`src/rtl/serial_adder.sv`:
```
// rtl/serial_adder.sv - bit-serial ripple adder, one full-add cell per clock, LSB first
// Optional feature: define SERIAL_ADDER_OVF_EN to add the signed overflow output ovf.
module serial_adder #(
  parameter int WIDTH = 8
) (
  input  logic             clk,
  input  logic             rst,
  input  logic             start,
  input  logic [WIDTH-1:0] a,
  input  logic [WIDTH-1:0] b,
  input  logic             cin,
  output logic             busy,
  output logic             done,
  output logic [WIDTH-1:0] sum,
  output logic             cout
`ifdef SERIAL_ADDER_OVF_EN
  ,
  output logic             ovf
`endif
);

  localparam int CW = $clog2(WIDTH) + 1;
  localparam logic [CW-1:0] LAST_BIT = CW'(WIDTH - 1);

  typedef enum logic [1:0] {
    IDLE = 2'd0,
    RUN  = 2'd1,
    DONE = 2'd2
  } state_t;

  state_t            state_q, state_d;
  logic [WIDTH-1:0]  a_q, a_d;
  logic [WIDTH-1:0]  b_q, b_d;
  logic              carry_q, carry_d;
  logic [WIDTH-1:0]  res_q, res_d;
  logic [CW-1:0]     cnt_q, cnt_d;
  logic [WIDTH-1:0]  sum_q, sum_d;
  logic              cout_q, cout_d;
`ifdef SERIAL_ADDER_OVF_EN
  logic              ovf_q, ovf_d;
`endif

  logic [1:0] ha_lo;
  logic [1:0] ha_hi;
  logic       bit_s;
  logic       bit_c;

  // Half-add cell: returns {carry, sum}.
  function automatic logic [1:0] half_add(input logic x, input logic y);
    return {x & y, x ^ y};
  endfunction

  // Full-add cell on the operand LSBs and the running carry, built from two half-adds plus OR.
  always_comb begin
    ha_lo = half_add(a_q[0], b_q[0]);
    ha_hi = half_add(ha_lo[0], carry_q);
    bit_s = ha_hi[0];
    bit_c = ha_lo[1] | ha_hi[1];
  end

  // Next-state and datapath updates; result registers only move on the final RUN edge.
  always_comb begin
    state_d = state_q;
    a_d     = a_q;
    b_d     = b_q;
    carry_d = carry_q;
    res_d   = res_q;
    cnt_d   = cnt_q;
    sum_d   = sum_q;
    cout_d  = cout_q;
`ifdef SERIAL_ADDER_OVF_EN
    ovf_d   = ovf_q;
`endif
    case (state_q)
      IDLE: begin
        if (start) begin
          a_d     = a;
          b_d     = b;
          carry_d = cin;
          res_d   = '0;
          cnt_d   = '0;
          state_d = RUN;
        end
      end
      RUN: begin
        a_d     = a_q >> 1;
        b_d     = b_q >> 1;
        carry_d = bit_c;
        res_d   = {bit_s, res_q[WIDTH-1:1]};
        cnt_d   = cnt_q + CW'(1);
        if (cnt_q == LAST_BIT) begin
          // The last bit is still combinational here, so fold it in directly.
          sum_d   = {bit_s, res_q[WIDTH-1:1]};
          cout_d  = bit_c;
`ifdef SERIAL_ADDER_OVF_EN
          // carry_q is the carry into the MSB on this edge.
          ovf_d   = carry_q ^ bit_c;
`endif
          state_d = DONE;
        end
      end
      DONE: begin
        state_d = IDLE;
      end
      default: begin
        state_d = IDLE;
      end
    endcase
  end

  // State and datapath registers with synchronous reset that discards any partial result.
  always_ff @(posedge clk) begin
    if (rst) begin
      state_q <= IDLE;
      a_q     <= '0;
      b_q     <= '0;
      carry_q <= 1'b0;
      res_q   <= '0;
      cnt_q   <= '0;
      sum_q   <= '0;
      cout_q  <= 1'b0;
`ifdef SERIAL_ADDER_OVF_EN
      ovf_q   <= 1'b0;
`endif
    end else begin
      state_q <= state_d;
      a_q     <= a_d;
      b_q     <= b_d;
      carry_q <= carry_d;
      res_q   <= res_d;
      cnt_q   <= cnt_d;
      sum_q   <= sum_d;
      cout_q  <= cout_d;
`ifdef SERIAL_ADDER_OVF_EN
      ovf_q   <= ovf_d;
`endif
    end
  end

  // Status flags decode straight from the registered state, so they are mutually exclusive.
  always_comb begin
    busy = (state_q == RUN);
    done = (state_q == DONE);
    sum  = sum_q;
    cout = cout_q;
`ifdef SERIAL_ADDER_OVF_EN
    ovf  = ovf_q;
`endif
  end

endmodule

```
`config.mk`:
```
export PLATFORM = sky130hd
export DESIGN_NAME = serial_adder
export DESIGN_NICKNAME = d
export VERILOG_FILES = /design/src/rtl/serial_adder.sv
export SDC_FILE = /design/constraint.sdc
export NUM_CORES = 1
export LEC_CHECK = 0
export CAP_MARGIN = 0
export CORE_MARGIN = 5
export CORE_UTILIZATION = 61
export DETAILED_ROUTE_END_ITERATION = 10
export DONT_BUFFER_PORTS = 1
export GPL_TIMING_DRIVEN = 0
export PLACE_DENSITY = 0.76
export SETUP_SLACK_MARGIN = 0.3
export SYNTH_ARGS = -nofsm -noshare
export SYNTH_HDL_FRONTEND = slang
export SYNTH_SLANG_ARGS = --single-unit
```
`constraint.sdc`:
```
create_clock -name clk -period 1.5 [get_ports clk]
set_input_delay 0.45 -clock clk [delete_from_list [all_inputs] [get_ports clk]]
set_output_delay 0.45 -clock clk [all_outputs]
set_load 0.01 [all_outputs]
```
---- After elaboration in Yosys (flattened, before gate mapping) ----
Cells that the tools add are included.
cells by class
  eq/ne operators ......................... 5
  add/sub/neg operators ................... 1
  bitwise operators ....................... 5
  mux-type cells .......................... 13
  reductions and logical operators ........ 5
operators by type and width
  cell                                                 number
  case mux 8 bit (2 select lines)                      3
  2-to-1 mux 8 bit                                     3
  case mux 4 bit (2 select lines)                      1
  AND reduction 2 bit                                  3
  adder 4 x 1 -> 4 bit, second input constant          1
  equality test 4 x 3 -> 1 bit, second input constant  1
  2-to-1 mux 2 bit                                     2
  2-to-1 mux 4 bit                                     1
  case mux 2 bit (2 select lines)                      1
  bitwise AND 1 bit                                    2
  equality test 2 x 1 -> 1 bit, second input constant  1
  equality test 2 bit, second input constant           1
  zero test 2 bit                                      1
  != test 2 x 1 -> 1 bit, second input constant        1
  != test 2 bit, second input constant                 1
  case mux 1 bit (2 select lines)                      1
  nonzero test 2 bit                                   1
  bitwise XOR 1 bit                                    2
  2-to-1 mux 1 bit                                     1
  OR 1 bit                                             1
storage, ports and cells
  register bits after elaboration ......... 40
  input bits .............................. 20
  output and inout port bits .............. 11

---- Logic depth before layout (Yosys ltp) ----
  depth after elaboration ................. 4
  gate-level depth with buffers ........... 6
  gate-level depth less buffers ........... 4

---- Least setup slack after synthesis ----
Ideal clock, no wire load.
  kind .................................... register to output
  from .................................... register state_q[1]
  to ...................................... output port done
  data required time ...................... 1.050 ns
  arrival time ............................ 0.925 ns
  setup slack ............................. 0.125 ns
  cell stages (with the launch flop) ...... 4
  cells stage by stage .................... dfxtp_1 -> buf_2 -> buf_2 -> nor2b_1
between the ends
  longest elaborated chain between the ends .. 1
RTL lines
  item                    RTL line  RTL
  start, declared         31        state_t state_q, state_d;
  start signal, assigned  126       state_q <= state_d;
  equality test 2 bit     143       done = (state_q == DONE);
  end, declared           13        output logic done,
No other way between the ends.

---- Worst setup path in the final report ----
  from .................................... register state_q[1]
  to ...................................... output port busy
between the ends
  longest elaborated chain between the ends .. 1
RTL lines
  item                          RTL line  RTL
  equality test 2 x 1 -> 1 bit  142       busy = (state_q == RUN);
  end, declared                 12        output logic busy,
No other way between the ends.

==> metrics.txt <==
outcome finished, violations left; failing checks setup timing; Tot GR Track Use 0.264; Pleak roughly 1.0 nW; Crit. End Element output pin; first-pass GRT wire length roughly 8400 um; share of the synthesized area in the top cell type 0.432; die area slightly above 0.004 mm2; Crit path arrival time about 1.2 ns; grt ovf 0; post-layout power roughly 2.4 mW; Final setup viols 9; count leader, synth dfxtp_1; Initial Utilization 0.645; FMAX ~0.62 GHz; Synth area leader dfxtp_1; Finished Core Util 0.969; CTS tree built; antenna-violating nets left 0; sequential element share of the synthesized area 0.432; final RePlAce weighted congestion approximately 0.82; worst-path cell chain nand2b_4 > buf_6 > inv_4 > buf_6; CTS Hold Bufs 0; Skew-Pair Late Insertion Delay around 0.36 ns; Synth area leaders dfxtp_1 (43%), a21oi_1 (10%), o221a_2 (8.1%); worst rel slew slack 0.507; final wirelength around 7400 um; Synth Instances around 210; post-route DRC violation count 0; CP max FO 5; clk slew on worst S/H paths 0.13 ns; Row Count 19; TritonCTS Buffers 5; number of synthesized register bits 39; layout cell share with drive strength beyond 1 0.475; final worst setup slack -0.100 ns; final setup skew around 0.013 ns; sequential cell area between 800 and 900 um2; Mean Syn Cell Area 8.49 um2; synthesis-to-layout area growth 50.3%; Max Slew Vio Count 0; Ant. Diodes 0; final hold vios 0; CTS Buffer Depth 2; Mapped Area 0.00181 mm2; Post-synth top cells dfxtp_1 (39), a21oi_1 (36), nor2_1 (29); Worst path slowest cell dfxtp_2; RSZ-0062 raised after global routing yes; Synth Warn # 0; H-tree levels 2; crit share post-route 1.07; Critical Path Most Common Cell buf_6; layout filler cell count 48; Critical Path RT ~1.1 ns; IO Port Bufs 0; slowest stage delay, CP between 0.3 and 0.4 ns; multi-input logic area 0.00128 mm2; Worst-Margin Slew roughly 0.74 ns; final hold slack between 0.2 and 0.3 ns; Core ar. about 0.0028 mm2; antenna violations before repair 0; total vias in the final route roughly 2,000; Period minus WS final approximately 1.6 ns; Netlist cell types 30; net count after synthesis between 200 and 250; clk sinks 39; worst vdd ir approximately 0.00076 V; critical path class reg2out; element type at the critical path start register; CTS root buffer clkbuf_4; number of global-route vias before repair 1,756; Die Ht between 60 and 70 um; ys async rst share 0; Top-Level Pins 31; Top FF cell, synth dfxtp_1; Post-synth EDFFs 0; Post-DP HPWL 3050 um; max-cap viol count 0; DRT Pass-1 Iters 5; delay-heaviest family, CP flip-flops; Non-Filler Instances around 270; vias per inst 7.49; DP Area around 0.0019 mm2; Buf+Inv Stages, Crit Path 3; drt first-iter violations 330; largest net degree at the start of global routing 13; Layout Nets ~260; Finished Cell Area 0.00272 mm2; width of the die about 64 um; worst min-delay path category in2reg; DP Cell Count 244; pwr/cell area 875 mW/mm2; drt wl/cell around 27 um
registers in the layout (all words and copies together) (netlist names):
signal / count
a_q: 8
carry_q: 1
cnt_q: 4
b_q: 8
cout: 1
sum: 8
res_q: 7
state_q: 2
worst register-to-register path, stage by stage, from the launching register on:
cell,delay (ns)
dfxtp_2,0.36
nand2b_4,0.14
buf_6,0.12
buf_4,0.13
buf_8,0.14
buf_6,0.13
clkbuf_16,0.15
o221a_2,0.26
cells by family after synthesis:
logic type      count (synthesis)  share of synthesized area
simple gates                   61                      0.160
fa+ha+maj                       2                     0.0180
buf+inv                        33                     0.0837
compound gates                 78                      0.307
flops                          39                      0.432
per-stage QoR:
stage	setup TNS, ns	worst slack [ns]
2_1_floorplan	0	0.289
3_3_place_gp	0	0.0905
3_5_place_dp	0	0.0656
4_1_cts	-0.0737	-0.0639
5_1_grt	-0.525	-0.139
6_report	-0.300	-0.100
power breakdown:
group | total [mW] | internal, mW | switching [mW]
Combinational | 0.480 | 0.229 | 0.252
Sequential | 1.12 | 1.07 | 0.0547
Clock | 0.777 | 0.394 | 0.383
Total | 2.38 | 1.69 | 0.689
layer usage:
| layer | part of all wire | wire length [um] | global-route usage | vias to the layer above |
|---|---|---|---|---|
| met5 | 0 | 0 | 0 | - |
| met4 | 0.056 | 419 | 0.135 | 0 |
| met3 | 0.10 | 742 | 0.0743 | 52 |
| met2 | 0.48 | 3540 | 0.437 | 169 |
| met1 | 0.37 | 2720 | 0.313 | 988 |
| li1 | - | - | - | 821 |
path summary, 6_finish.rpt:
kind | start | end | slack [ns] | depth (start not counted)
worst max register to register | state_q[1]$_SDFFE_PP0P_ | b_q[6]$_SDFFE_PP0P_ | -0.04 | 7
worst min-delay path | a[7] | a_q[7]$_SDFFE_PP0P_ | 0.27 | 2
worst min register to register | cout$_SDFFE_PP0P_ | cout$_SDFFE_PP0P_ | 0.50 | 2
worst max-delay path | state_q[1]$_SDFFE_PP0P_ | busy | -0.10 | 4
layout make-up:
cell class              count  area share
multi-input cells         142       0.470
flip-flops and latches     39       0.304
repair buffers             18      0.0898
plain buffers              19      0.0704
inverters                  14      0.0203
clock buffers               6      0.0189
well taps                  31      0.0143
clock inverters             2      0.0129
placed cells by master (no fill, tap or decap), types with 5 or more instances in the layout:
cell type  count
o221a_2        5
dfxtp_4       11
nor2_1        26
buf_6         13
buf_8          5
dfxtp_1       25
a21oi_1       28
o221a_4        8
buf_4          6
clkbuf_4       5
inv_1         13
a22oi_2        8
o31ai_4        9
a21oi_2        8
nand3_1       11
timing repair:
action,CTS,global route
pin swaps,10,30
buffers inserted,6,7
cloned,4,2
endpoints found under the setup margin,38,49
gates resized for setup,58,60
No activity file was read; power rests on OpenSTA's default activity.
